## config.mk

```make
export PLATFORM = sky130hd
export DESIGN_NAME = fconv_sched
export DESIGN_NICKNAME = d
export VERILOG_FILES = /design/src/rtl/fconv_sched.sv
export SDC_FILE = /design/constraint.sdc
export NUM_CORES = 1
export LEC_CHECK = 0
export BUFFER_PORTS_ARGS = -buffer_cell sky130_fd_sc_hd__buf_4
export CORE_AREA = 2 2 97 145
export CTS_BUF_LIST = sky130_fd_sc_hd__clkbuf_4 sky130_fd_sc_hd__clkbuf_8
export CTS_CLUSTER_SIZE = 40
export DETAILED_ROUTE_END_ITERATION = 10
export DIE_AREA = 0 0 99 147
export PLACE_DENSITY = 0.81
export SYNTH_ARGS = -nofsm -noshare
export SYNTH_HDL_FRONTEND = slang
export SYNTH_SLANG_ARGS = --single-unit
```

## constraint.sdc

```tcl
create_clock -name clk -period 5.3 [get_ports clk]
set_input_delay 1.59 -clock clk [delete_from_list [all_inputs] [get_ports clk]]
set_output_delay 1.59 -clock clk [all_outputs]
set_load 0.05 [all_outputs]
```

## src/rtl/fconv_sched.sv

```systemverilog
`default_nettype none
// fconv_sched: credit-gated round-robin issue of two requesters into one pipelined ftoi/itof unit.
// Optional macro FCONV_FIXED_PRIO_EN: requester 0 always wins when both are eligible.
module fconv_sched #(
    parameter int LAT    = 2,
    parameter int RDEPTH = 2
) (
    input  logic        clk,
    input  logic        rst,
    input  logic        req0_valid,
    output logic        req0_ready,
    input  logic        req0_op,
    input  logic [31:0] req0_src,
    input  logic        req1_valid,
    output logic        req1_ready,
    input  logic        req1_op,
    input  logic [31:0] req1_src,
    output logic        unit_valid,
    output logic        unit_op,
    output logic [31:0] unit_src,
    input  logic [31:0] unit_result,
    output logic        res0_valid,
    input  logic        res0_ready,
    output logic [31:0] res0_data,
    output logic        res1_valid,
    input  logic        res1_ready,
    output logic [31:0] res1_data,
    output logic        busy
);
    localparam int              PW     = (RDEPTH > 1) ? $clog2(RDEPTH) : 1;
    localparam logic [4:0]      DEPTH5 = 5'(RDEPTH);
    localparam logic [PW-1:0]   LAST   = PW'(RDEPTH - 1);

    logic [LAT-1:0]   trk_v, trk_v_nxt, trk_id, trk_id_nxt;
    logic [1:0][4:0]  infl, occ, occ_nxt;
    logic [1:0][31:0] rdata;
    logic [1:0]       elig, grant, push, pop;
    logic             issue;
    logic             busy_r;

    // Tokens still in the unit count against the owner's buffer space.
    always_comb begin
        infl = '0;
        for (int k = 0; k < LAT; k++) begin
            if (trk_v[k]) begin
                if (trk_id[k]) infl[1] = infl[1] + 5'd1;
                else           infl[0] = infl[0] + 5'd1;
            end
        end
    end

    assign elig[0] = req0_valid & ((occ[0] + infl[0]) < DEPTH5);
    assign elig[1] = req1_valid & ((occ[1] + infl[1]) < DEPTH5);

`ifdef FCONV_FIXED_PRIO_EN
    assign grant[0] = elig[0];
    assign grant[1] = elig[1] & ~elig[0];
`else
    logic prio;
    assign grant[0] = elig[0] & (~elig[1] | ~prio);
    assign grant[1] = elig[1] & (~elig[0] |  prio);

    always_ff @(posedge clk) begin
        if (rst)        prio <= 1'b0;
        else if (issue) prio <= grant[0];
    end
`endif

    assign issue      = |grant;
    assign req0_ready = grant[0];
    assign req1_ready = grant[1];
    assign unit_valid = issue;
    assign unit_op    = grant[0] ? req0_op  : (grant[1] ? req1_op  : 1'b0);
    assign unit_src   = grant[0] ? req0_src : (grant[1] ? req1_src : 32'd0);

    always_comb begin
        trk_v_nxt     = '0;
        trk_id_nxt    = '0;
        trk_v_nxt[0]  = issue;
        trk_id_nxt[0] = grant[1];
        for (int k = 1; k < LAT; k++) begin
            trk_v_nxt[k]  = trk_v[k-1];
            trk_id_nxt[k] = trk_id[k-1];
        end
    end

    always_ff @(posedge clk) begin
        if (rst) begin
            trk_v  <= '0;
            trk_id <= '0;
        end else begin
            trk_v  <= trk_v_nxt;
            trk_id <= trk_id_nxt;
        end
    end

    assign push[0] = trk_v[LAT-1] & ~trk_id[LAT-1];
    assign push[1] = trk_v[LAT-1] &  trk_id[LAT-1];
    assign pop[0]  = res0_valid & res0_ready;
    assign pop[1]  = res1_valid & res1_ready;

    for (genvar r = 0; r < 2; r++) begin : g_rbuf
        logic [31:0]   mem [RDEPTH];
        logic [PW-1:0] rd, wr;
        logic [4:0]    cnt;

        assign occ[r]     = cnt;
        assign occ_nxt[r] = cnt + {4'd0, push[r]} - {4'd0, pop[r]};
        assign rdata[r]   = (cnt != 5'd0) ? mem[rd] : 32'd0;

        always_ff @(posedge clk) begin
            if (rst) begin
                rd  <= '0;
                wr  <= '0;
                cnt <= '0;
            end else begin
                if (push[r]) begin
                    mem[wr] <= unit_result;
                    wr      <= (wr == LAST) ? '0 : wr + 1'b1;
                end
                if (pop[r]) rd <= (rd == LAST) ? '0 : rd + 1'b1;
                cnt <= occ_nxt[r];
            end
        end
    end

    assign res0_valid = (occ[0] != 5'd0);
    assign res1_valid = (occ[1] != 5'd0);
    assign res0_data  = rdata[0];
    assign res1_data  = rdata[1];

    always_ff @(posedge clk) begin
        if (rst) busy_r <= 1'b0;
        else     busy_r <= (|trk_v_nxt) | (occ_nxt[0] != 5'd0) | (occ_nxt[1] != 5'd0);
    end

    assign busy = busy_r;

endmodule
`default_nettype wire

```

==> flow_summary_export.csv <==
group,metric,value,unit
status,run_status,"finished, final reports clean",
logic_synthesis,ys_seq_area_share,61.04,%
timing,timing.setup.tns,0,ns
layout,final-seq-area,0.004288,sq mm
timing,worst-slew-pin-transition,1.113,ns
setup_path,path_max_fanout,25,
logic_synthesis,biggest_area_consumer_among_synthesized_cells,"sky130_fd_sc_hd__edfxtp_1",
timing,setup_viol_count_final,0,
drt,number_of_detailed_routing_iterations_run_before_antenna_repair,5,
setup_path,critical_path.endpoint_type,"output port",
drt,drt_drc_violations_left,0,
place,pre_cts_slack,0.3987,ns
floorplanning,core_area,0.01334,sq mm
run,number_of_max_cap_violations,0,
timing,finalHoldViolCount,0,
logic_synthesis,yosys_warnings,0,
grt,number_of_antenna_violations_at_the_first_check_in_global_routing,0,
setup_path,crit_type,"register to output port",
clock_network,cts-htree-levels,4,
setup_path,cp.buffers_inverters,3,
layout,antennaDiodeCount,0,
grt,global_route.usage.total,22.95,%
worst_hold_path,holdCritStartpoint,"trk_v[0]",
clock_network,clkLatencyLatePin,0.43,ns
layout,layout.nets,884,
logic_synthesis,netlist_area,0.007018,sq mm
clock_network,clk_transition_reported_paths,0.08,ns
place,numPortBuffers,206,
pwr,report.power.total,5.568,mW
clock_network,root_buffer,"sky130_fd_sc_hd__clkbuf_8",
logic_synthesis,synthArstFlopShare,0,%
setup_path,reg2regPathDepth,14,
setup_path,worstPathCellList,"and2_1 -> ha_1 -> nand2_1 -> a21o_1 -> fa_1 -> nor3b_1 -> nor3_1 -> nor4_4 -> buf_4 -> buf_12 -> o21ai_0 -> o22ai_1 -> buf_4",
timing,tightest_slew_margin_relative_to_the_limit,25.83,%
setup_path,gate_family_responsible_for_the_most_delay_along_the_worst_path,"compound AO/OA/AOI/OAI gates",
clock_network,cts-hold-fix-buffers,0,
grt,global_route.overflow_total,0,
setup_path,cp_slowest_cell,"sky130_fd_sc_hd__o21ai_0",
logic_synthesis,postSynthRegisterBits,150,
layout,syn2layout_area_growth,29.45,%
layout,finalNonFillerCells,933,
setup_path,timing.critical_path.required,3.71,ns
logic_synthesis,synth_nets,682,
floorplanning,dieHeight,147,um
floorplanning,floorplan.io_pins,207,
drt,antenna_viol_nets_final,0,
timing,finalWorstSetupSlack,0.1950,ns
setup_path,timing.critical_path.from_type,"register",
timing,timing.final.max_slew_violations,0,
clock_network,cts-root-to-sink-buffers,2,
drt,route.final.wire_length,16.85,mm
logic_synthesis,syn_avg_cell_area,12.62,sq um
pwr,ir_worst_vdd,0.5665,mV
layout,final.fill_count,955,
layout,drive_gt1_share,35.67,%
floorplanning,rows,52,
logic_synthesis,yosysTopAreaCellShare,54.77,%
timing,fmaxAchievable,0.1959,GHz
logic_synthesis,synth.distinct_cells,48,
logic_synthesis,synth_flop_cell,"sky130_fd_sc_hd__edfxtp_1",
setup_path,r2r-end,"busy",
grt,grt_pass1_wl,26.04,mm
pwr,cellPowerDensity,612.9,mW/mm^2
clock_network,clock_buffer_count_from_cts,17,
timing,setup_repair_after_global_routing_missed_its_margin,"no",
worst_hold_path,min_delay_worst_endpoint,"trk_v[1]",
logic_synthesis,ys_top_cells_by_area,"sky130_fd_sc_hd__edfxtp_1 (55%), sky130_fd_sc_hd__mux2i_1 (9.1%), sky130_fd_sc_hd__dfxtp_1 (6.3%)",
pwr,total_leakage_power,3.576,nW
worst_hold_path,class_of_the_tightest_hold_or_removal_check,"register to register",
grt,number_of_global_route_vias_before_repair,5260,
layout,area_of_combinational_cells_with_multiple_inputs,0.002487,sq mm
worst_hold_path,holdPathStages,1,
setup_path,critical_path.most_common_cell,"sky130_fd_sc_hd__buf_4",
place,post-dp-hpwl,11.73,mm
clock_network,cts.sink_count,150,
drt,via_count,5181,
timing,fin_worst_skew,0.009993,ns
setup_path,launching_instance_or_port_of_the_critical_path,"trk_v[0]",
setup_path,worst_path_largest_cell_delay,0.44,ns
floorplanning,initial_utilization,52.62,%
drt,drt_iter0_markers,214,
place,placed_instances,899,
floorplanning,fp.dieArea,0.01455,sq mm
timing,fin_hold_ws,0.5062,ns
setup_path,arrival_worst_endpoint,3.52,ns
grt,grt_start_max_net_pins,36,
logic_synthesis,netlist_instances,556,
timing,final_cycle_utilization_of_the_critical_path,96.32,%
drt,avgViaCountPerCell,5.553,
drt,wire_per_inst,18.06,um
clock_network,cts_tree,"done",
timing,layout_min_cycle_time,5.105,ns
setup_path,setup.reg_to_reg.worst_slack,0.97,ns
logic_synthesis,synth_enable_flop_cells,128,
place,place.gp.congestion,0.9702,
floorplanning,chipWidth,99,um
setup_path,regToRegStartpoint,"g_rbuf[0].cnt[3]",
==> synthesized netlist by cell type, drive strengths merged, types with 3 or more instances <==
cell type / count
a21oi: 5
and2: 3
dfxtp: 22
fa: 4
edfxtp: 128
mux2i: 64
nor3: 3
o21ai: 68
o22ai: 33
nor4b: 3
a211oi: 3
nor2b: 11
xnor2: 7
xor2: 3
inv: 23
nor3b: 4
nand2: 7
ha: 18
clkbuf: 21
and4b: 3
nor2: 78
buf: 16
==> through the flow <==
step                util [%]  area (sq um)
CTS                    67.87          9052
finish                 68.11          9085
floorplan                  -          7018
global placement       65.25          8703
global route           68.11          9085
detailed placement     65.25          8703
==> placed cells by master (no fill, tap or decap), types with 7 or more instances in the layout <==
| cell | count |
|---|---|
| sky130_fd_sc_hd__o22ai_2 | 8 |
| sky130_fd_sc_hd__inv_1 | 23 |
| sky130_fd_sc_hd__dfxtp_1 | 19 |
| sky130_fd_sc_hd__ha_1 | 18 |
| sky130_fd_sc_hd__nor2_1 | 77 |
| sky130_fd_sc_hd__nor2b_1 | 11 |
| sky130_fd_sc_hd__o21ai_0 | 66 |
| sky130_fd_sc_hd__o22ai_1 | 25 |
| sky130_fd_sc_hd__buf_4 | 217 |
| sky130_fd_sc_hd__mux2i_1 | 64 |
| sky130_fd_sc_hd__nand2_1 | 7 |
| sky130_fd_sc_hd__clkbuf_8 | 17 |
| sky130_fd_sc_hd__xnor2_1 | 7 |
| sky130_fd_sc_hd__edfxtp_1 | 128 |
==> area by class of cell <==
cell class,count,area share (%)
clock buffer,17,2.575
inverter,23,0.9503
tap,162,2.231
timing repair buffer,220,18.40
sequential,150,47.20
multi-input combinational,346,27.38
clock inverter,15,1.267
==> routing by layer <==
layer | global-route usage, % | up-vias | share of wire, %
met5 | 0 | - | 0
met4 | 8.699 | 0 | 1.9
met3 | 5.138 | 24 | 7.4
met2 | 43.68 | 224 | 55
met1 | 24.05 | 2488 | 35
li1 | - | 2445 | -
==> how the worst max path moves through the flow <==
| stage | endpoint | cells past startpoint | slack, ns |
|---|---|---|---|
| final | unit_src[15] | 13 | 0.19 |
| after global routing | unit_src[18] | 12 | 0.02 |
| after CTS | unit_src[15] | 12 | 0.05 |
| after detailed placement | unit_src[15] | 12 | 0.40 |
| after global placement | unit_src[31] | 12 | 0.54 |
| after floorplan | unit_src[13] | 8 | 0.17 |
==> state kept, by name, indices dropped and copies added, names as in the netlist, named ones only <==
| register | flops |
|---|---|
| g_rbuf.wr | 2 |
| trk_id | 2 |
| busy | 1 |
| trk_v | 2 |
| g_rbuf.cnt | 10 |
| prio | 1 |
| g_rbuf.mem | 128 |
| g_rbuf.rd | 2 |
==> power breakdown <==
part / leakage [nW] / internal, mW / switching, mW
combinational: 2.07 / 1.05 / 2.20
sequential: 1.33 / 1.36 / 0.183
clock: 0.175 / 0.333 / 0.443
==> cells by family (layout without fill, tap and decap cells) <==
logic type,count (synthesis),after routing,share of synthesized area (%)
xor gates and xnor gates,10,10,1.248
DFF,150,150,61.04
buffers and inverters,60,275,4.083
and+or+nand+nor,129,129,9.396
AOI/OAI and AO/OA,121,121,10.75
adders and majority gates,22,22,4.350
muxes,64,64,9.128
==> repair_timing <==
action	4_1_cts	5_1_grt
pin swaps	1	1
resized for setup	0	7
setup endpoints to repair	34	36
buffers inserted	0	2
Power figures use the tool's default switching activity.
